$ cat src/rtl/aoi_selftest_ctrl.sv
// Built-in self-test sequencer for a 4-input AND-OR-INVERT cell.
// Sweeps all 16 input vectors, holds each for SETTLE_CYCLES, samples the
// cell output against a golden model, and reports a saturating mismatch
// count plus the first failing vector through a start/done handshake.
module aoi_selftest_ctrl #(
   parameter int unsigned SETTLE_CYCLES = 2,   // legal range 1..15
   parameter int unsigned CNT_W         = 5
) (
   input  logic             clk,
   input  logic             rst_n,
   input  logic             start,
   input  logic             abort,
   input  logic             dut_y,
   output logic             a,
   output logic             b,
   output logic             c,
   output logic             d,
   output logic             busy,
   output logic             done,
   output logic             pass,
   output logic [CNT_W-1:0] err_cnt,
   output logic             fail_valid,
   output logic [3:0]       first_fail_vec
);

   typedef enum logic [1:0] {IDLE, APPLY, SAMPLE, DONE} state_t;

   localparam logic [3:0]       SETTLE_LAST = 4'(SETTLE_CYCLES - 1);
   localparam logic [CNT_W-1:0] ERR_MAX     = '1;

   state_t           state_q, state_d;
   logic [3:0]       vec_q, vec_d;
   logic [3:0]       settle_q, settle_d;
   logic [3:0]       stim_q, stim_d;
   logic             busy_q, busy_d;
   logic             done_q, done_d;
   logic             pass_q, pass_d;
   logic [CNT_W-1:0] err_q, err_d;
   logic             fail_valid_q, fail_valid_d;
   logic [3:0]       first_fail_q, first_fail_d;
   logic             expected_y;

   // Golden AOI response for the vector currently applied.
   assign expected_y = ~((vec_q[3] & vec_q[2]) | (vec_q[1] & vec_q[0]));

   // Next-state, result update and registered-output decode.
   always_comb begin
      // NOTE: every variable gets a default first so no path can infer a latch;
      // blocking assignments here let later lines see err_d as already updated.
      state_d      = state_q;
      vec_d        = vec_q;
      settle_d     = settle_q;
      pass_d       = pass_q;
      err_d        = err_q;
      fail_valid_d = fail_valid_q;
      first_fail_d = first_fail_q;

      unique case (state_q)
         IDLE: begin
            if (start) begin
               state_d      = APPLY;
               vec_d        = 4'd0;
               settle_d     = 4'd0;
               pass_d       = 1'b0;
               err_d        = '0;
               fail_valid_d = 1'b0;
               first_fail_d = 4'd0;
            end
         end
         APPLY: begin
            if (abort) begin
               state_d = IDLE;
            end else if (settle_q == SETTLE_LAST) begin
               state_d = SAMPLE;
            end else begin
               settle_d = settle_q + 4'd1;
            end
         end
         SAMPLE: begin
            // Abort wins: the comparison of an aborted SAMPLE cycle is dropped.
            if (abort) begin
               state_d = IDLE;
            end else begin
               if (dut_y != expected_y) begin
                  if (err_q != ERR_MAX) err_d = err_q + CNT_W'(1);
                  if (!fail_valid_q) begin
                     fail_valid_d = 1'b1;
                     first_fail_d = vec_q;
                  end
               end
               if (vec_q == 4'd15) begin
                  state_d = DONE;
                  pass_d  = (err_d == '0);
               end else begin
                  state_d  = APPLY;
                  vec_d    = vec_q + 4'd1;
                  settle_d = 4'd0;
               end
            end
         end
         DONE: begin
            state_d = IDLE;
         end
         default: state_d = IDLE;
      endcase

      // Outputs are registered, so decode them from the state being entered.
      busy_d = (state_d == APPLY) || (state_d == SAMPLE);
      done_d = (state_d == DONE);
      stim_d = busy_d ? vec_d : 4'd0;
   end

   // State and output registers.
   always_ff @(posedge clk or negedge rst_n) begin
      // NOTE: asynchronous reset clears every register, including results,
      // and sequential state uses non-blocking assignments only.
      if (!rst_n) begin
         state_q      <= IDLE;
         vec_q        <= 4'd0;
         settle_q     <= 4'd0;
         stim_q       <= 4'd0;
         busy_q       <= 1'b0;
         done_q       <= 1'b0;
         pass_q       <= 1'b0;
         err_q        <= '0;
         fail_valid_q <= 1'b0;
         first_fail_q <= 4'd0;
      end else begin
         state_q      <= state_d;
         vec_q        <= vec_d;
         settle_q     <= settle_d;
         stim_q       <= stim_d;
         busy_q       <= busy_d;
         done_q       <= done_d;
         pass_q       <= pass_d;
         err_q        <= err_d;
         fail_valid_q <= fail_valid_d;
         first_fail_q <= first_fail_d;
      end
   end

   assign {a, b, c, d}   = stim_q;
   assign busy           = busy_q;
   assign done           = done_q;
   assign pass           = pass_q;
   assign err_cnt        = err_q;
   assign fail_valid     = fail_valid_q;
   assign first_fail_vec = first_fail_q;

endmodule

$ cat config.mk
export PLATFORM = sky130hd
export DESIGN_NAME = aoi_selftest_ctrl
export DESIGN_NICKNAME = d
export VERILOG_FILES = /design/src/rtl/aoi_selftest_ctrl.sv
export SDC_FILE = /design/constraint.sdc
export NUM_CORES = 1
export LEC_CHECK = 0
export ABC_AREA = 1
export CAP_MARGIN = 5
export CORE_ASPECT_RATIO = 1.5
export CORE_MARGIN = 4
export CORE_UTILIZATION = 50
export CTS_CLUSTER_SIZE = 10
export DETAILED_ROUTE_END_ITERATION = 12
export PLACE_DENSITY = 0.73
export SETUP_SLACK_MARGIN = 0.02
export SYNTH_ARGS = -nofsm -noshare
export SYNTH_HDL_FRONTEND = slang
export SYNTH_SLANG_ARGS = --single-unit
$ cat constraint.sdc
create_clock -name clk -period 4 [get_ports clk]
set_input_delay 1 -clock clk [delete_from_list [all_inputs] [get_ports clk]]
set_output_delay 1 -clock clk [all_outputs]
set_load 0.01 [all_outputs]
Word-level counts from Yosys, hierarchy flattened:

Cells that the tools add are included.

* logic and storage cells: 80
* input bits: 5
* output and inout bits: 17
* register bits after elaboration: 27

* bitwise operators: 4
* reductions and logical operators: 10
* muxes and demuxes: 35
* $add $sub $neg: 3
* equality and inequality tests: 18

Operators with widths (count)
* 2-to-1 mux 4 bit: 12
* 2-to-1 mux 5 bit: 6
* != test 2 bit (second input constant): 8
* case mux 4 bit (2 select lines): 2
* case mux 4 bit (3 select lines): 1
* 2-to-1 mux 2 bit: 5
* case mux 5 bit (2 select lines): 1
* adder 4 x 1 -> 4 bit (second input constant): 2
* == test 2 bit (second input constant): 4
* case mux 2 bit (4 select lines): 1
* AND reduction 4 bit: 2
* AND reduction 6 bit: 1
* adder 5 x 1 -> 5 bit (second input constant): 1
* logical NOT 5 bit: 1
* 2-to-1 mux 1 bit: 5
* != test 5 bit (second input constant): 1
* AND reduction 5 bit: 1
* == test 2 x 1 -> 1 bit (second input constant): 2
* == test 4 x 1 -> 1 bit (second input constant): 1
* == test 4 bit (second input constant): 1
* case mux 1 bit (2 select lines): 2
* AND reduction 3 bit: 1
* nonzero test 3 bit: 1
* bitwise AND 1 bit: 2
* other kinds (6): 6

Depth between registers and ports, before layout:

* depth in word-level cells: 11
* mapped depth: 10
* gate-level depth less buffers: 10

Worst setup path after synthesis:

No wires, ideal clock.

* kind: input to register
* start: input start
* end: register stim_q[3]
* arrival: 1.890 ns
* library setup time: 0.128 ns
* slack: 1.981 ns
* data required time: 3.872 ns
* cell stages on the path: 9
* cells stage by stage: nand2_4 inv_2 nor2_4 o21ai_2 o21ai_1 inv_1 ha_1 inv_1 a21oi_1

* word-level cells in the longest chain between the ends: 5
* elaborated cells on any way between the ends: 8

Ends and longest elaborated chain
* start, declared: RTL line 11 `input logic start,`
* 2-to-1 mux 2 bit (*): RTL line 60 `if (start) begin`
* case mux 2 bit (4 select lines) (*): RTL line 58 `unique case (state_q)`
* net state_d[0]: RTL line 31 `state_t state_q, state_d;`
* == test 2 x 1 -> 1 bit or == test 2 bit (tied branches): RTL line 108 `busy_d = (state_d == APPLY) || (state_d == SAMPLE);`
* logical OR 1 bit (*): RTL line 108
* net busy_d: RTL line 35 `logic busy_q, busy_d;`
* 2-to-1 mux 4 bit (*): RTL line 110 `stim_d = busy_d ? vec_d : 4'd0;`
* net stim_d[3]: RTL line 34 `logic [3:0] stim_q, stim_d;`
* end signal, assigned: RTL line 132 `stim_q <= stim_d;`
* end, declared: RTL line 34

The timed path passes the listed nets; every way through them passes the cells marked *.
A chain may end at the register's enable or synchronous reset.

Worst setup path after layout:

* start: input abort
* end: register stim_q[3]

* word-level cells in the longest chain between the ends: 5
* elaborated cells on any way between the ends: 9

Ends and longest elaborated chain
* start, declared: RTL line 12 `input logic abort,`
* 2-to-1 mux 2 bit (on tied branches): RTL line 81, 71
* case mux 2 bit (4 select lines) (*): RTL line 58
* net state_d[0]: RTL line 31
* == test 2 x 1 -> 1 bit or == test 2 bit (tied branches): RTL line 108
* logical OR 1 bit (*): RTL line 108
* net busy_d: RTL line 35
* 2-to-1 mux 4 bit (*): RTL line 110
* net stim_d[3]: RTL line 34

Marked as above.

==> flow_summary.yaml <==
synth:
  seq_area_frac_synth_pct: 46.5
  syn-cell-area_um2: 1450
  synth_warnings: 0
  synth_edf_count: 0
  ys_async_sr_fraction_pct: 100
  synthMuxAreaShare_pct: 0
  synth_xor_area_share_pct: 2.41
  synth_top_family_by_area: "simple AND/OR/NAND/NOR gates"
  synth_nets: 186
  synth.distinct_cells: 26
  synthAdderAreaFrac_pct: 4.30
  synthFlopType: "dfrtp_1"
  netlist_instances: 176
  synth_compound_area_share_pct: 9.64
  ys_ff_latch: 27
  avgSynthCellArea_um2: 8.26
  synthSimpleGateAreaFrac_pct: 30.6
clocking:
  h-tree-depth: 1
  cts_tree: "done"
  cts_setup_buffers: 0
  path_clk_slew_ns: 0.08
  clkLatencyLatePin_ns: 0.27
  clockBufferDepth: 2
  clock_sinks: 27
  postCtsResizedCells: 0
  cts_hold_buf: 0
  cts-buffers-inserted: 3
  clockRootBuffer: "clkbuf_8"
layout:
  n_antenna_cell: 0
  mostFrequentLayoutCell: "nand2_1"
  final_area_um2: 1760
  seqCellArea_um2: 676
  area_growth_pct: 21.3
  fill_cells: 240
  multi_input_area_um2: 682
  drive_gt1_share_pct: 11.4
  mostFrequentLayoutCells: "nand2_1 (41), dfrtp_1 (27), inv_1 (21), nor2_1 (21), clkdlybuf4s50_1 (21)"
  nets: 213
critical_path:
  setup.worst_path.start: "abort"
  worstReg2RegStart: "vec_q[1]$_DFF_PN0_"
  arrival_ns: 2.67
  critPathKind: "in2reg"
  cp_max_fo: 7
  start_kind: "input pin"
  worstSetupEndpointType: "flip-flop"
  required_ns: 4.15
die:
  dieArea_um2: 3850
  initial_core_util_pct: 53.2
  die_x_um: 52.0
  core_area_um2: 2730
  ios: 22
  fp.dieH_um: 74.0
  row_count: 23
sta:
  setup_viol: 0
  tns_ns: 0
  worst_pin_slew_ns: 0.363
  min_period_ns: 2.52
  fin_skew_ns: 0.000921
  hold_violations: 0
  worst_slew_margin_rel_pct: 75.7
  max_freq_ghz: 0.397
  grt_setup_unrepaired: "false"
  timing.hold.ws_ns: 0.497
  period_share_pct: 63.0
  finalMaxSlewViolations: 0
drt:
  drc: 0
  drtPass1Iterations: 4
  routed_wl_mm: 2.87
  ant_nets: 0
  vias: 1194
  wl_per_cell_um: 12.0
  dr_wl_met2_mm: 1.49
  wl_met3_um: 97
  vias_per_cell: 5.00
  top_layer: "met4"
  drt_iter0_markers: 23
  wl_met1_mm: 1.24
global_routing:
  grt_first_pass_wirelength_mm: 5.19
  antenna_found_initial: 0
  grt_max_degree: 28
  grt_overflow_total: 0
  track_usage_pct: 17.5
  grt_pass1_vias: 1219
place:
  postPlaceCellArea_um2: 1720
  dp.final_hpwl_mm: 2.29
  gp_congestion: 0.846
  portBuffers: 21
worst_hold_path:
  worstHoldStart: "pass$_DFFE_PN0P_"
  hold_class: "reg2reg"
power_and_ir_drop:
  leakage_nw: 0.885
  finalPower_mw: 0.736
  p_per_area_nw_per_um2: 417
  ir_drop_mv: 0.339
run_status:
  status: "completed"
flow_run:
  cap_violations: 0
## per-layer routing
layer	vias to the layer above	global-route usage, %
met5	-	0
met4	0	6.12
met3	5	2.20
met2	25	31.0
met1	549	21.7
li1	615	-
## logic make-up (layout without fill, tap and decap cells)
| group | count (synthesis) | after routing |
|---|---|---|
| DFF | 27 | 27 |
| buffers and inverters | 25 | 51 |
| and+or+nand+nor | 93 | 93 |
| AOI/OAI and AO/OA | 22 | 22 |
| xor gates and xnor gates | 4 | 4 |
| adders and majority gates | 5 | 5 |
## flip-flops by register name, summed over array words and instances (netlist names)
register,flops
done,1
stim_q,4
first_fail_vec,4
settle_q,4
pass,1
vec_q,4
fail_valid,1
state_q,2
busy,1
err_cnt,5
## worst paths after layout
| check | endpoint | slack, ns | cells past startpoint |
|---|---|---|---|
| setup / recovery | stim_q[3]$_DFF_PN0_ | 1.48 | 9 |
| hold / removal | pass$_DFFE_PN0P_ | 0.50 | 2 |
| setup reg to reg | stim_q[3]$_DFF_PN0_ | 2.24 | 8 |
| hold reg to reg | pass$_DFFE_PN0P_ | 0.50 | 2 |
| max in group asynchronous | err_cnt[2]$_DFFE_PN0P_ | 2.65 | 2 |
| min in group asynchronous | first_fail_vec[3]$_DFFE_PN0P_ | 1.10 | 2 |
## critical path, stage by stage
cell             delay [ns]
clkdlybuf4s50_1        0.68
nor2_8                 0.10
nor2_4                 0.17
o21ai_2                0.10
o21ai_1                0.10
inv_1                  0.07
ha_1                   0.28
inv_1                  0.12
a21oi_1                0.05
## through the flow
stage,utilization (%),instances,setup slack (ns)
2_1_floorplan,-,176,1.98
3_3_place_gp,62.8,235,1.22
3_5_place_dp,62.8,235,1.16
4_1_cts,64.5,239,1.44
5_1_grt,64.5,239,1.33
6_report,64.5,239,1.48
## synth_stat cells, types with 3 or more instances
library cell / n / area, um^2
a21oi_1: 6 / 30.0
dfrtp_1: 27 / 676
ha_1: 5 / 62.6
inv_1: 21 / 78.8
inv_2: 3 / 11.3
nand2_1: 41 / 154
nand2_2: 4 / 25.0
nand2_4: 3 / 33.8
nand3_1: 17 / 85.1
nor2_1: 21 / 78.8
o21ai_1: 7 / 35.0
## final cells by class
class | count | area share, %
clock buffers | 4 | 2.56
inverters | 25 | 5.46
multi-input cells | 124 | 38.7
flip-flops and latches | 27 | 38.3
well taps | 37 | 2.63
repair buffers | 22 | 12.3
## power by group
group / total, mW / leakage [nW] / internal (mW) / switching [mW]
combinational: 0.253 / 0.492 / 0.0905 / 0.163
clock: 0.148 / 0.0228 / 0.0712 / 0.0764
sequential: 0.335 / 0.370 / 0.306 / 0.0288
(Power assumes the default switching activity.)
